`src/rtl/mem_access_pkg.sv`:
```
// Shared types for the memory-access stage: access sizes and FSM states.
package mem_access_pkg;

  localparam int DATA_W = 32;

  typedef enum logic [2:0] {
    SIZE_B  = 3'd0,
    SIZE_H  = 3'd1,
    SIZE_W  = 3'd2,
    SIZE_BU = 3'd3,
    SIZE_HU = 3'd4
  } data_size_e;

  typedef enum logic [1:0] {
    IDLE   = 2'd0,
    REQ    = 2'd1,
    WAIT_R = 2'd2
  } state_e;

endpackage

```
`src/rtl/mem_access_load_align.sv`:
```
// Load data extraction: shift the addressed bytes down and sign/zero extend.
module mem_access_load_align
  import mem_access_pkg::*;
(
  input  logic [DATA_W-1:0] rdata,
  input  logic [1:0]        offset,
  input  data_size_e        size,
  output logic [DATA_W-1:0] data
);

  logic [DATA_W-1:0] shifted;

  assign shifted = rdata >> {offset, 3'b000};

  always_comb begin
    data = shifted;
    case (size)
      SIZE_B:  data = {{24{shifted[7]}}, shifted[7:0]};
      SIZE_BU: data = {24'd0, shifted[7:0]};
      SIZE_H:  data = {{16{shifted[15]}}, shifted[15:0]};
      SIZE_HU: data = {16'd0, shifted[15:0]};
      default: data = shifted;
    endcase
  end

endmodule

```
`src/rtl/mem_access.sv`:
```
// Memory-access pipeline stage: single-outstanding data bus master with writeback.
// Optional build macro MEM_MISALIGN_TRAP_EN adds misaligned-access trapping (misalign_o).
module mem_access
  import mem_access_pkg::*;
(
  input  logic              clk,
  input  logic              rst_n,
  input  logic [4:0]        sel_rd_i,
  input  logic              mem_re_i,
  input  logic              mem_we_i,
  input  data_size_e        mem_size_i,
  input  logic [DATA_W-1:0] alu_result_i,
  input  logic [DATA_W-1:0] rs2_i,
  output logic              dmem_req_o,
  output logic              dmem_we_o,
  output logic [DATA_W-1:0] dmem_addr_o,
  output logic [3:0]        dmem_be_o,
  output logic [DATA_W-1:0] dmem_wdata_o,
  input  logic              dmem_gnt_i,
  input  logic              dmem_rvalid_i,
  input  logic [DATA_W-1:0] dmem_rdata_i,
  output logic              rd_we_o,
  output logic [DATA_W-1:0] rd_data_o,
  output logic [4:0]        sel_rd_o,
`ifdef MEM_MISALIGN_TRAP_EN
  output logic              misalign_o,
`endif
  output logic              stall_o
);

  state_e            state;
  logic [DATA_W-1:0] lat_addr, lat_wdata;
  logic [3:0]        lat_be;
  logic              lat_we;
  data_size_e        lat_size;
  logic [1:0]        lat_off;
  logic [4:0]        lat_rd;

  logic              misalign, access;
  logic [3:0]        be_in;
  logic [DATA_W-1:0] wdata_in, load_data;

  always_comb begin
    be_in    = 4'hF;
    wdata_in = rs2_i;
    case (mem_size_i)
      SIZE_B, SIZE_BU: begin
        be_in    = 4'b0001 << alu_result_i[1:0];
        wdata_in = {4{rs2_i[7:0]}};
      end
      SIZE_H, SIZE_HU: begin
        be_in    = 4'b0011 << {alu_result_i[1], 1'b0};
        wdata_in = {2{rs2_i[15:0]}};
      end
      default: ;
    endcase
  end

`ifdef MEM_MISALIGN_TRAP_EN
  always_comb begin
    misalign = 1'b0;
    if (mem_re_i || mem_we_i) begin
      case (mem_size_i)
        SIZE_H, SIZE_HU: misalign = alu_result_i[0];
        SIZE_W:          misalign = |alu_result_i[1:0];
        default:         misalign = 1'b0;
      endcase
    end
  end
`else
  assign misalign = 1'b0;
`endif

  assign access = (mem_re_i || mem_we_i) && !misalign;

  // Bus outputs come straight from execute in IDLE, from the latch once the request is parked.
  always_comb begin
    dmem_req_o   = 1'b0;
    dmem_we_o    = mem_we_i;
    dmem_addr_o  = {alu_result_i[31:2], 2'b00};
    dmem_be_o    = be_in;
    dmem_wdata_o = wdata_in;
    stall_o      = 1'b0;
    case (state)
      IDLE: begin
        dmem_req_o = access;
        stall_o    = access && (!dmem_gnt_i || !mem_we_i);
      end
      REQ, WAIT_R: begin
        dmem_we_o    = lat_we;
        dmem_addr_o  = lat_addr;
        dmem_be_o    = lat_be;
        dmem_wdata_o = lat_wdata;
        if (state == REQ) begin
          dmem_req_o = 1'b1;
          stall_o    = !(dmem_gnt_i && lat_we);
        end else begin
          stall_o    = !dmem_rvalid_i;
        end
      end
      default: ;
    endcase
    if (!rst_n) begin
      dmem_req_o = 1'b0;
      stall_o    = 1'b0;
    end
  end

  mem_access_load_align u_load_align (
    .rdata  (dmem_rdata_i),
    .offset (lat_off),
    .size   (lat_size),
    .data   (load_data)
  );

  // Writeback defaults to a bubble every cycle; only a retiring op overrides it.
  always_ff @(posedge clk or negedge rst_n) begin
    if (!rst_n) begin
      state      <= IDLE;
      lat_addr   <= '0;
      lat_wdata  <= '0;
      lat_be     <= '0;
      lat_we     <= 1'b0;
      lat_size   <= SIZE_B;
      lat_off    <= '0;
      lat_rd     <= '0;
      rd_we_o    <= 1'b0;
      rd_data_o  <= '0;
      sel_rd_o   <= '0;
`ifdef MEM_MISALIGN_TRAP_EN
      misalign_o <= 1'b0;
`endif
    end else begin
      rd_we_o    <= 1'b0;
      sel_rd_o   <= '0;
`ifdef MEM_MISALIGN_TRAP_EN
      misalign_o <= misalign && (state == IDLE);
`endif
      case (state)
        IDLE: begin
          if (access) begin
            lat_addr  <= {alu_result_i[31:2], 2'b00};
            lat_wdata <= wdata_in;
            lat_be    <= be_in;
            lat_we    <= mem_we_i;
            lat_size  <= mem_size_i;
            lat_off   <= alu_result_i[1:0];
            lat_rd    <= sel_rd_i;
            if (!dmem_gnt_i)    state <= REQ;
            else if (!mem_we_i) state <= WAIT_R;
          end else if (!misalign) begin
            rd_data_o <= alu_result_i;
            rd_we_o   <= |sel_rd_i;
            sel_rd_o  <= sel_rd_i;
          end
        end
        REQ: begin
          if (dmem_gnt_i) state <= lat_we ? IDLE : WAIT_R;
        end
        WAIT_R: begin
          if (dmem_rvalid_i) begin
            rd_data_o <= load_data;
            rd_we_o   <= |lat_rd;
            sel_rd_o  <= lat_rd;
            state     <= IDLE;
          end
        end
        default: state <= IDLE;
      endcase
    end
  end

endmodule

```
`config.mk`:
```
export PLATFORM = sky130hd
export DESIGN_NAME = mem_access
export DESIGN_NICKNAME = d
export VERILOG_FILES = /design/src/rtl/mem_access_pkg.sv /design/src/rtl/mem_access_load_align.sv /design/src/rtl/mem_access.sv
export SDC_FILE = /design/constraint.sdc
export NUM_CORES = 1
export LEC_CHECK = 0
export ABC_AREA = 1
export BUFFER_PORTS_ARGS = -buffer_cell sky130_fd_sc_hd__buf_2
export CAP_MARGIN = 15
export CORE_MARGIN = 2
export CORE_UTILIZATION = 35
export CTS_CLUSTER_SIZE = 24
export DETAILED_ROUTE_END_ITERATION = 12
export PLACE_DENSITY = 0.58
export REMOVE_ABC_BUFFERS = 1
export SLEW_MARGIN = 30
export SYNTH_ARGS = -nofsm -noshare
export SYNTH_HDL_FRONTEND = slang
export SYNTH_SLANG_ARGS = --single-unit
export TNS_END_PERCENT = 5
```
`constraint.sdc`:
```
create_clock -name clk -period 2.8 [get_ports clk]
set_input_delay 0.56 -clock clk [delete_from_list [all_inputs] [get_ports clk]]
set_output_delay 0.56 -clock clk [all_outputs]
set_load 0.05 [all_outputs]
```
==> reports/results.tsv <==
stage	metric	value	unit
status	result_of_the_run	complete, no violations	
grt	number_of_global_route_vias_before_repair	6639	
placement	port_buffers	216	
synth	synth-seq-area-share	42.3	%
clock_network	clock_sinks	117	
die	design.portCount	219	
hold_path	min_path_cells	3	
hold_path	hold_path.class	primary input to flop	
die	rows	51	
synth	synth.most_common_cell	sky130_fd_sc_hd__nand2_1	
detailed_routing	avgRoutedWirePerCell	13.8	um
timing	final_report_hold_violation_count	0	
hold_path	hold_path_end	lat_rd[4]	
synth	yosys-mux-area-fraction	0	%
timing	tightestPinTransition	0.647	ns
detailed_routing	drt_pre_antenna_iters	5	
finish	final_net_count	1336	
die	die_area	20900	um^2
timing	relSlewSlack	56.8	%
timing	rsz_0062_raised_after_global_routing	no	
clock_network	clk-insertion-delay-late	0.41	ns
worst_setup_path	type_of_the_worst_setup_path	flop to output pin	
worst_setup_path	r2r_end	rd_data_o[0]	
timing	timing.fmax	384	MHz
finish	syn_to_final_growth	28.4	%
synth	synth_top_cells_by_count	sky130_fd_sc_hd__nand2_1 (467), sky130_fd_sc_hd__dfrtp_1 (117), sky130_fd_sc_hd__inv_1 (78), sky130_fd_sc_hd__o21ai_0 (78), sky130_fd_sc_hd__nand3_1 (71)	
worst_setup_path	endpoint_kind	output pin	
timing	period_share	93.0	%
die	core_box_area	19500	um^2
finish	post-route-cell-area	8890	um^2
clock_network	clk_root_buffer_cell	sky130_fd_sc_hd__clkbuf_16	
die	chipWidth	145	um
clock_network	worst_setup_hold_path_clk_slew	0.06	ns
hold_path	hp-start	sel_rd_i[4]	
placement	detailed_place.area	8180	um^2
finish	post_route_cells_drive_above_1_share	23.9	%
timing	clock_skew	0.00606	ns
detailed_routing	drt_drc_violations_left	0	
timing	timing.final.setup_violations	0	
worst_setup_path	r2r_setup_slack	0.75	ns
finish	multi_input_area	3310	um^2
grt	grt_antenna_before_repair	0	
run	drv.max_cap_violation_count	0	
finish	num-fill-cells	2035	
grt	grt_pass1_wl	33300	um
detailed_routing	num_vias	7019	
clock_network	cts_tree	done	
synth	count_of_flip_flops_with_a_built_in_enable_after_synthesis	0	
synth	ys_types	30	
worst_setup_path	crit_arrival	2.04	ns
placement	dp.final_hpwl	14900	um
synth	synth_xor_xnor_area_share	0	%
worst_setup_path	worstSetupStartpointType	flop	
synth	post_synth_instance_area	6920	um^2
clock_network	max_clock_buf_depth	2	
synth	synth.area.top_cells	sky130_fd_sc_hd__dfrtp_1 (42%), sky130_fd_sc_hd__nand2_1 (25%), sky130_fd_sc_hd__o21ai_0 (5.6%)	
synth	yosys.area_share.simple	33.0	%
timing	timing_max_transition_violations_final	0	
timing	timing.final.crit_period	2.60	ns
synth	synth_top_family_by_area	simple AND/OR/NAND/NOR gates	
finish	final-seq-area	2930	um^2
detailed_routing	route.final.wire_length	20800	um
grt	grt_start_max_net_pins	119	
detailed_routing	ant_nets	0	
placement	gp_congestion	0.853	
worst_setup_path	worst_r2r_path_depth	10	
detailed_routing	avgViaCountPerCell	4.68	
timing	accumulated_negative_setup_slack	0	ns
synth	synth_cells	1029	
synth	ys_ff_latch	117	
synth	yosys_warnings	0	
worst_setup_path	crit_fanout	10	
synth	synth_flop_cell	sky130_fd_sc_hd__dfrtp_1	
synth	synth_top_area_share	42.3	%
worst_setup_path	worst-endpoint-required	2.24	ns
synth	per_instance_average_area_after_synthesis	6.73	um^2
die	starting_utilization_of_the_core_area	35.6	%
clock_network	ctsHtreeMaxLevel	4	
clock_network	tritoncts.num_buffers	17	
timing	holdWs	0.371	ns
synth	yosysTopAreaCell	sky130_fd_sc_hd__dfrtp_1	
synth	ys_async_sr_fraction	100	%
grt	track_usage	20.2	%
synth	synth_adder_area_share	0.723	%
grt	remaining_global_route_overflow	0	
synth	synth_compound_area_share	13.7	%
worst_setup_path	regToRegStartpoint	state[0]	
die	die_h	145	um
detailed_routing	drt_iter0_drc	363	
[logic make-up after synthesis]
family,Yosys count
other,1
flip-flops,117
adder cells (fa/ha/maj),4
AND/OR/NAND/NOR,571
buffers and inverters,154
AO/OA/AOI/OAI,182
[worst max-delay path: stages (launching register included)]
cell and delay (ns):
sky130_fd_sc_hd__dfrtp_1 0.40, sky130_fd_sc_hd__inv_1 0.15, sky130_fd_sc_hd__ha_4 0.18, sky130_fd_sc_hd__inv_2 0.05, sky130_fd_sc_hd__nor2_4 0.25, sky130_fd_sc_hd__o21ai_0 0.14, sky130_fd_sc_hd__nand2_1 0.08, sky130_fd_sc_hd__nand2_1 0.04
sky130_fd_sc_hd__nor2_1 0.10, sky130_fd_sc_hd__clkbuf_4 0.24
[repair_timing]
action | in CTS | in global routing
hold buffers | 1 | 0
gates resized for setup | 0 | 2
endpoints found under the hold margin | 7 | 0
buffers inserted | 0 | 3
setup endpoints to repair | 0 | 50
[state kept, by name, indices dropped and copies added (netlist names)]
register   count
lat_wdata     32
lat_off        2
sel_rd_o       5
rd_we_o        1
rd_data_o     32
lat_size       3
lat_rd         5
lat_addr      30
lat_we         1
state          2
lat_be         4
[layer usage]
metal | track usage [%] | wire (um)
met2 | 32.6 | 9280
met3 | 4.74 | 1330
met5 | 0 | 0
met1 | 27.5 | 9890
met4 | 4.96 | 265
[stage by stage]
step           util (%)  cells  worst slack, ns
3_3_place_gp       42.0   1464            0.305
5_1_grt            45.6   1500           0.0277
2_1_floorplan         -    968            -1.14
4_1_cts            45.5   1497          0.00655
3_5_place_dp       42.0   1464            0.280
6_report           45.7   1501            0.197
[cell usage in the layout, fill, tap and decap left out, types with 2 or more instances in the layout]
| cell | Yosys | final |
|---|---|---|
| sky130_fd_sc_hd__inv_2 | 11 | 11 |
| sky130_fd_sc_hd__clkbuf_16 | 0 | 17 |
| sky130_fd_sc_hd__buf_4 | 7 | 13 |
| sky130_fd_sc_hd__nand2_2 | 5 | 5 |
| sky130_fd_sc_hd__ha_1 | 4 | 3 |
| sky130_fd_sc_hd__inv_1 | 78 | 77 |
| sky130_fd_sc_hd__nand2_1 | 467 | 467 |
| sky130_fd_sc_hd__o211ai_1 | 7 | 7 |
| sky130_fd_sc_hd__clkbuf_8 | 0 | 2 |
| sky130_fd_sc_hd__nor2_1 | 19 | 19 |
| sky130_fd_sc_hd__nor2_2 | 3 | 2 |
| sky130_fd_sc_hd__dfrtp_1 | 117 | 117 |
| sky130_fd_sc_hd__bufinv_16 | 0 | 5 |
| sky130_fd_sc_hd__o22ai_1 | 4 | 4 |
| sky130_fd_sc_hd__o21ai_1 | 52 | 52 |
| sky130_fd_sc_hd__nor2_4 | 1 | 2 |
| sky130_fd_sc_hd__buf_2 | 30 | 213 |
| sky130_fd_sc_hd__nor3_1 | 2 | 2 |
| sky130_fd_sc_hd__a21oi_2 | 4 | 4 |
| sky130_fd_sc_hd__conb_1 | 1 | 2 |
| sky130_fd_sc_hd__a21oi_1 | 37 | 37 |
| sky130_fd_sc_hd__clkinv_2 | 1 | 3 |
| sky130_fd_sc_hd__o21ai_0 | 78 | 78 |
| sky130_fd_sc_hd__nand3_1 | 71 | 71 |
| sky130_fd_sc_hd__clkinvlp_4 | 0 | 3 |
| sky130_fd_sc_hd__buf_12 | 0 | 5 |
| sky130_fd_sc_hd__inv_4 | 1 | 2 |
[final cells by class]
class                           instances  area share, %
Clock inverter                         12           2.25
Sequential cell                       117           32.9
Antenna cell                            1         0.0282
Clock buffer                           20           5.14
Timing Repair Buffer                  235           14.7
Multi-Input combinational cell        759           37.2
Inverter                               92           3.96
Tap cell                              265           3.73
[worst max path at each step]
stage,startpoint,endpoint,slack (ns)
3_5_place_dp,mem_size_i[0],dmem_be_o[0],0.28
2_1_floorplan,state[0],dmem_be_o[0],-1.14
4_1_cts,state[0],dmem_wdata_o[5],0.007
6_report,state[1],stall_o,0.20
5_1_grt,state[1],stall_o,0.03
3_3_place_gp,mem_size_i[0],dmem_wdata_o[29],0.30
Power is not shown: default switching activity piles up to over one toggle a cycle in this logic, so the estimate is an artifact.
